==> config.mk <==
export PLATFORM = sky130hd
export DESIGN_NAME = alarm_time_setter
export DESIGN_NICKNAME = d
export VERILOG_FILES = /design/src/rtl/alarm_time_setter.sv
export SDC_FILE = /design/constraint.sdc
export NUM_CORES = 1
export LEC_CHECK = 0
export CORE_ASPECT_RATIO = 0.8
export CORE_UTILIZATION = 52
export CTS_CLUSTER_SIZE = 8
export DETAILED_ROUTE_END_ITERATION = 10
export PLACE_DENSITY_LB_ADDON = 0.1
export SLEW_MARGIN = 20
export SYNTH_ARGS = -nofsm -noshare
export SYNTH_HDL_FRONTEND = slang
export SYNTH_SLANG_ARGS = --single-unit
==> constraint.sdc <==
create_clock -name clk -period 2.38 [get_ports clk]
set_input_delay 0.476 -clock clk [delete_from_list [all_inputs] [get_ports clk]]
set_output_delay 0.476 -clock clk [all_outputs]
set_load 0.01 [all_outputs]
==> src/rtl/alarm_time_setter.sv <==
`default_nettype none
// ============================================================================
// Module   : alarm_time_setter
// Function : Button-driven editor producing BCD load values and LD strobes
//            for the alarm clock core.
// Revision : 1.0 - initial release
// ============================================================================
module alarm_time_setter #(
  parameter int DB_CYCLES = 4,
  parameter int LD_HOLD   = 2
) (
  input  logic       clk,
  input  logic       reset,
  input  logic       btn_time,
  input  logic       btn_alarm,
  input  logic       btn_inc,
  input  logic       btn_next,
  input  logic [1:0] H_out1,
  input  logic [3:0] H_out0,
  input  logic [3:0] M_out1,
  input  logic [3:0] M_out0,
  output logic [1:0] H_in1,
  output logic [3:0] H_in0,
  output logic [3:0] M_in1,
  output logic [3:0] M_in0,
  output logic       LD_time,
  output logic       LD_alarm,
  output logic [1:0] edit_state,
  output logic       tgt_alarm
);

  localparam logic [7:0] c_DB_LAST = 8'(DB_CYCLES - 1);
  localparam logic [3:0] c_LD_LAST = 4'(LD_HOLD - 1);
  localparam int         c_B_TIME  = 0;
  localparam int         c_B_ALARM = 1;
  localparam int         c_B_INC   = 2;
  localparam int         c_B_NEXT  = 3;

  typedef enum logic [1:0] {
    S_IDLE   = 2'b00,
    S_EDIT_H = 2'b01,
    S_EDIT_M = 2'b10,
    S_COMMIT = 2'b11
  } state_t;

  logic [3:0] w_raw;
  logic [3:0] w_evt;

  assign w_raw = {btn_next, btn_inc, btn_alarm, btn_time};

  generate
    for (genvar gi = 0; gi < 4; gi++) begin : g_btn
      logic       r_sync1;
      logic       r_sync2;
      logic       r_lvl;
      logic [7:0] r_cnt;

      always_ff @(posedge clk or posedge reset) begin
        if (reset) begin
          r_sync1 <= 1'b0;
          r_sync2 <= 1'b0;
          r_lvl   <= 1'b0;
          r_cnt   <= 8'd0;
        end else begin
          r_sync1 <= w_raw[gi];
          r_sync2 <= r_sync1;
          if (r_sync2 == r_lvl) begin
            r_cnt <= 8'd0;
          end else if (r_cnt == c_DB_LAST) begin
            r_lvl <= r_sync2;
            r_cnt <= 8'd0;
          end else begin
            r_cnt <= r_cnt + 8'd1;
          end
        end
      end

      // Event fires in the cycle whose edge accepts the new high level.
      assign w_evt[gi] = r_sync2 & ~r_lvl & (r_cnt == c_DB_LAST);
    end
  endgenerate

  state_t     r_state;
  logic       r_tgt_alarm;
  logic [1:0] r_h1;
  logic [3:0] r_h0;
  logic [3:0] r_m1;
  logic [3:0] r_m0;
  logic [1:0] r_sh_h1;
  logic [3:0] r_sh_h0;
  logic [3:0] r_sh_m1;
  logic [3:0] r_sh_m0;
  logic [3:0] r_ld_cnt;
  logic       r_ld_time;
  logic       r_ld_alarm;

  logic       w_hr_ok;
  logic       w_mn_ok;
  logic [1:0] w_hr_inc_t;
  logic [3:0] w_hr_inc_u;
  logic [3:0] w_mn_inc_t;
  logic [3:0] w_mn_inc_u;

  assign w_hr_ok = ((H_out1 < 2'd2) && (H_out0 <= 4'd9)) ||
                   ((H_out1 == 2'd2) && (H_out0 <= 4'd3));
  assign w_mn_ok = (M_out1 <= 4'd5) && (M_out0 <= 4'd9);

  always_comb begin
    w_hr_inc_t = r_h1;
    w_hr_inc_u = r_h0 + 4'd1;
    if ((r_h1 == 2'd2) && (r_h0 == 4'd3)) begin
      w_hr_inc_t = 2'd0;
      w_hr_inc_u = 4'd0;
    end else if (r_h0 == 4'd9) begin
      w_hr_inc_t = r_h1 + 2'd1;
      w_hr_inc_u = 4'd0;
    end
  end

  always_comb begin
    w_mn_inc_t = r_m1;
    w_mn_inc_u = r_m0 + 4'd1;
    if (r_m0 == 4'd9) begin
      w_mn_inc_u = 4'd0;
      w_mn_inc_t = (r_m1 == 4'd5) ? 4'd0 : r_m1 + 4'd1;
    end
  end

  always_ff @(posedge clk or posedge reset) begin
    if (reset) begin
      r_state     <= S_IDLE;
      r_tgt_alarm <= 1'b0;
      r_h1        <= 2'd0;
      r_h0        <= 4'd0;
      r_m1        <= 4'd0;
      r_m0        <= 4'd0;
      r_sh_h1     <= 2'd0;
      r_sh_h0     <= 4'd0;
      r_sh_m1     <= 4'd0;
      r_sh_m0     <= 4'd0;
      r_ld_cnt    <= 4'd0;
      r_ld_time   <= 1'b0;
      r_ld_alarm  <= 1'b0;
    end else begin
      case (r_state)
        S_IDLE: begin
          if (w_evt[c_B_TIME]) begin
            r_state     <= S_EDIT_H;
            r_tgt_alarm <= 1'b0;
            r_h1        <= w_hr_ok ? H_out1 : 2'd0;
            r_h0        <= w_hr_ok ? H_out0 : 4'd0;
            r_m1        <= w_mn_ok ? M_out1 : 4'd0;
            r_m0        <= w_mn_ok ? M_out0 : 4'd0;
          end else if (w_evt[c_B_ALARM]) begin
            r_state     <= S_EDIT_H;
            r_tgt_alarm <= 1'b1;
            r_h1        <= r_sh_h1;
            r_h0        <= r_sh_h0;
            r_m1        <= r_sh_m1;
            r_m0        <= r_sh_m0;
          end
        end
        S_EDIT_H: begin
          if (w_evt[c_B_NEXT]) begin
            r_state <= S_EDIT_M;
          end else if (w_evt[c_B_INC]) begin
            r_h1 <= w_hr_inc_t;
            r_h0 <= w_hr_inc_u;
          end
        end
        S_EDIT_M: begin
          if (w_evt[c_B_NEXT]) begin
            r_state <= S_COMMIT;
            if (r_tgt_alarm) begin
              r_sh_h1 <= r_h1;
              r_sh_h0 <= r_h0;
              r_sh_m1 <= r_m1;
              r_sh_m0 <= r_m0;
            end
          end else if (w_evt[c_B_INC]) begin
            r_m1 <= w_mn_inc_t;
            r_m0 <= w_mn_inc_u;
          end
        end
        S_COMMIT: begin
          // First COMMIT cycle only arms the strobe; it then runs LD_HOLD cycles.
          if (!(r_ld_time || r_ld_alarm)) begin
            r_ld_time  <= ~r_tgt_alarm;
            r_ld_alarm <= r_tgt_alarm;
            r_ld_cnt   <= 4'd0;
          end else if (r_ld_cnt == c_LD_LAST) begin
            r_ld_time  <= 1'b0;
            r_ld_alarm <= 1'b0;
            r_state    <= S_IDLE;
          end else begin
            r_ld_cnt <= r_ld_cnt + 4'd1;
          end
        end
        default: r_state <= S_IDLE;
      endcase
    end
  end

  assign H_in1      = r_h1;
  assign H_in0      = r_h0;
  assign M_in1      = r_m1;
  assign M_in0      = r_m0;
  assign LD_time    = r_ld_time;
  assign LD_alarm   = r_ld_alarm;
  assign edit_state = r_state;
  assign tgt_alarm  = r_tgt_alarm;

endmodule
`default_nettype wire
==> impl_metrics.tcl <==
set metrics [dict create \
    status "complete, no violations" \
    cp_data_required_time_ns 2.61 \
    antennaDiodeCount 0 \
    worstMarginPinSlew_ns 0.593 \
    synth_top_area_share_pct 48.3 \
    syn_area_per_cell_um2 10.5 \
    synth_top_cell_by_area "dfrtp_1" \
    rows 28 \
    hp-class "flip-flop to flip-flop" \
    seq_area_frac_synth_pct 48.3 \
    pwr-share-clk_pct 22.1 \
    setup_viol 0 \
    power.density_mw_per_mm2 966 \
    drt-total-wl_um 8540 \
    finalSetupTns_ns 0 \
    power.internal_mw 3.18 \
    end_kind "flip-flop" \
    p_comb_share_pct 39.1 \
    p_leak_nw 2.34 \
    io_pins 39 \
    pwr-share-seq_pct 38.9 \
    drt_iter0_drc 166 \
    dp_hpwl_um 6170 \
    yosysMostFrequentCell "dfrtp_1" \
    grt_max_degree 82 \
    rsz0062_at_grt "true" \
    fin_area_mm2 0.00512 \
    firstDrtPassIters 5 \
    grt_pass1_vias 3061 \
    nets 498 \
    dp_cells 555 \
    cts_tree "built" \
    hold_viol 0 \
    numCtsBuffers 9 \
    cts_sinks 81 \
    met1_usage_pct 29.6 \
    clk_pin_slew_ns 0.08 \
    cp_slowest_stage_delay_ns 0.49 \
    cp_max_fo 14 \
    async_flop_share_pct 100 \
    grt.busiest_layer "met2" \
    syn_area_mm2 0.00420 \
    holdWs_ns 0.354 \
    synth-seq-cells 81 \
    drive_gt1_share_pct 17.1 \
    insertion_delay_ns 0.35 \
    yosysWarnings 0 \
    wl_per_cell_um 14.9 \
    grt_first_pass_wirelength_um 14300 \
    grt_util_met2_pct 36.5 \
    synthTopCellsByArea "dfrtp_1 48%, mux2_2 6.2%, ha_1 4.8%" \
    worstPathArrival_ns 2.53 \
    core-area_mm2 0.00760 \
    syn-num-nets 434 \
    viasPerCell 5.59 \
    fillers 613 \
    detail-route-antenna-nets 0 \
    syn_to_final_growth_pct 22.0 \
    root_buffer "clkbuf_8" \
    initial_core_util_pct 55.2 \
    dieHeight_um 82.4 \
    irDropWorstVdd_v 0.000452 \
    synth_flop_cell "dfrtp_1" \
    die-area_mm2 0.00844 \
    power.share.switching_pct 35.8 \
    syn_inst 398 \
    h-tree-depth 3 \
    vias 3196 \
    final_core_util_pct 67.3 \
    worstPathCellList "ha_1 -> or4b_4 -> or4_4 -> nor3_4 -> buf_12 -> mux2_2" \
    io_buffers 38 \
    gr-total-overflow 0 \
    drc_errors 0 \
    cap_violations 0 \
    gr-usage-met3_pct 5.81 \
    netlist-cell-type-count 56 \
    switchingPower_mw 1.77 \
    antenna_found_initial 0 \
    gp_congestion 0.799 \
    cpMaxStageDelayCell "or4_4" \
    min_period_ns 2.30 \
    ys_top_cells_by_count "81 x dfrtp_1, 43 x nor2_1, 27 x nand3_1" \
    critPathKind "flip-flop to flip-flop" \
    max_freq_ghz 0.435 \
    synth_edf_count 0 \
    clockBufferDepth 2 \
    drv_slew 0 \
    slew_headroom_pct 60.1 \
    period_share_pct 96.6 \
    fin_cells 572 \
    fin_worst_skew_ns 0.00706 \
    chipWidth_um 102 \
    start_kind "flip-flop" \
    globalRouteTotalUtil_pct 22.3 \
    place_area_mm2 0.00488 \
]
-- worst paths after layout --
path	from	end	slack, ns	depth (start not counted)
max reg2reg	g_btn[3].r_cnt[0]$_DFF_PP0_	r_sh_m1[1]$_DFFE_PP0P_	0.08	6
min reg2reg	g_btn[3].r_sync1$_DFF_PP0_	g_btn[3].r_sync2$_DFF_PP0_	0.35	0
min in group asynchronous	reset	g_btn[2].r_sync1$_DFF_PP0_	0.58	3
max	g_btn[3].r_cnt[0]$_DFF_PP0_	r_sh_m1[1]$_DFFE_PP0P_	0.08	6
max in group asynchronous	reset	g_btn[1].r_lvl$_DFFE_PP0P_	1.44	3
min	g_btn[3].r_sync1$_DFF_PP0_	g_btn[3].r_sync2$_DFF_PP0_	0.35	0
-- cell type report --
| cell class | count | area (um2) | area share (%) |
|---|---|---|---|
| multi-input cells | 288 | 2060 | 40.3 |
| clock buffers | 9 | 124 | 2.42 |
| inverters | 20 | 78.8 | 1.54 |
| flip-flops and latches | 81 | 2030 | 39.6 |
| well taps | 105 | 131 | 2.57 |
| clock inverters | 7 | 95.1 | 1.86 |
| repair buffers | 62 | 598 | 11.7 |
-- per-stage QoR --
| stage | setup WS (ns) | power, mW |
|---|---|---|
| 3_3_place_gp | 0.0709 | 3.80 |
| 2_1_floorplan | -0.00380 | 3.13 |
| 5_1_grt | -0.0129 | 5.30 |
| 4_1_cts | 0.0307 | 4.97 |
| 6_report | 0.0803 | 4.95 |
| 3_5_place_dp | 0.00526 | 3.85 |
-- cell families (layout without fill, tap and decap cells) --
group	after synthesis	count (layout)	synth area share, %
mux	31	31	8.08
xor+xnor	24	24	5.01
flops	81	81	48.3
compound gates	64	64	10.7
simple gates	153	153	20.2
buf+inv	29	98	2.95
fa+ha+maj	16	16	4.77
-- timing repair --
item,in CTS,in global routing
pin swaps,1,2
hold buffers,0,0
buffers inserted,0,1
endpoints found under the setup margin,1,24
resized for setup,0,3
-- power groups by stage --
| stage | Combinational [mW] | Sequential, mW | Clock (mW) |
|---|---|---|---|
| CTS | 1.92 | 1.92 | 1.12 |
| detailed placement | 1.91 | 1.94 | 0 |
| global route | 2.16 | 1.96 | 1.18 |
| finish | 1.93 | 1.92 | 1.09 |
| floorplan | 1.19 | 1.94 | 0 |
| global placement | 1.87 | 1.93 | 0 |
-- cells in the final DEF, fill, tap and decap left out, types with 3 or more instances in the layout --
master	Yosys	routed
dfrtp_1	81	81
o22ai_1	4	4
a32o_1	3	3
or2_2	4	4
nand2_1	17	17
a221oi_1	3	3
and3_1	13	13
ha_1	16	16
o21ai_0	16	16
inv_1	20	19
a2bb2oi_1	3	3
xnor2_1	6	6
mux2_2	23	23
a21oi_1	12	12
a22o_1	4	4
nand4_1	6	6
clkbuf_8	1	9
buf_12	0	3
mux2i_1	8	8
nor3b_1	5	4
a31oi_1	3	3
buf_4	1	21
clkdlybuf4s50_1	0	38
nor2b_1	5	4
or3_1	3	3
xor2_1	18	18
nor2_1	43	42
nand2b_1	9	9
nor4_1	3	3
nand3_1	27	27
-- flip-flops by register name (all words and copies together), names as in the netlist, 4 cells and up --
name	count
g_btn.r_cnt	32
H_in0	4
M_in0	4
M_in1	4
g_btn.r_lvl	4
g_btn.r_sync1	4
g_btn.r_sync2	4
r_ld_cnt	4
r_sh_h0	4
r_sh_m0	4
r_sh_m1	4
-- critical path: cells and delay by family, from the launching register on --
family	cells	cell delay [ns]
simple gates	3	1.12
flops	1	0.37
mux	1	0.35
fa+ha+maj	1	0.17
buf+inv	1	0.17
-- per-layer routing --
metal	up-vias	part of all wire, %
met2	77	48
met4	0	0.62
met1	1553	48
met5	-	0
li1	1562	-
met3	4	3.8
Power figures use the tool's default switching activity.
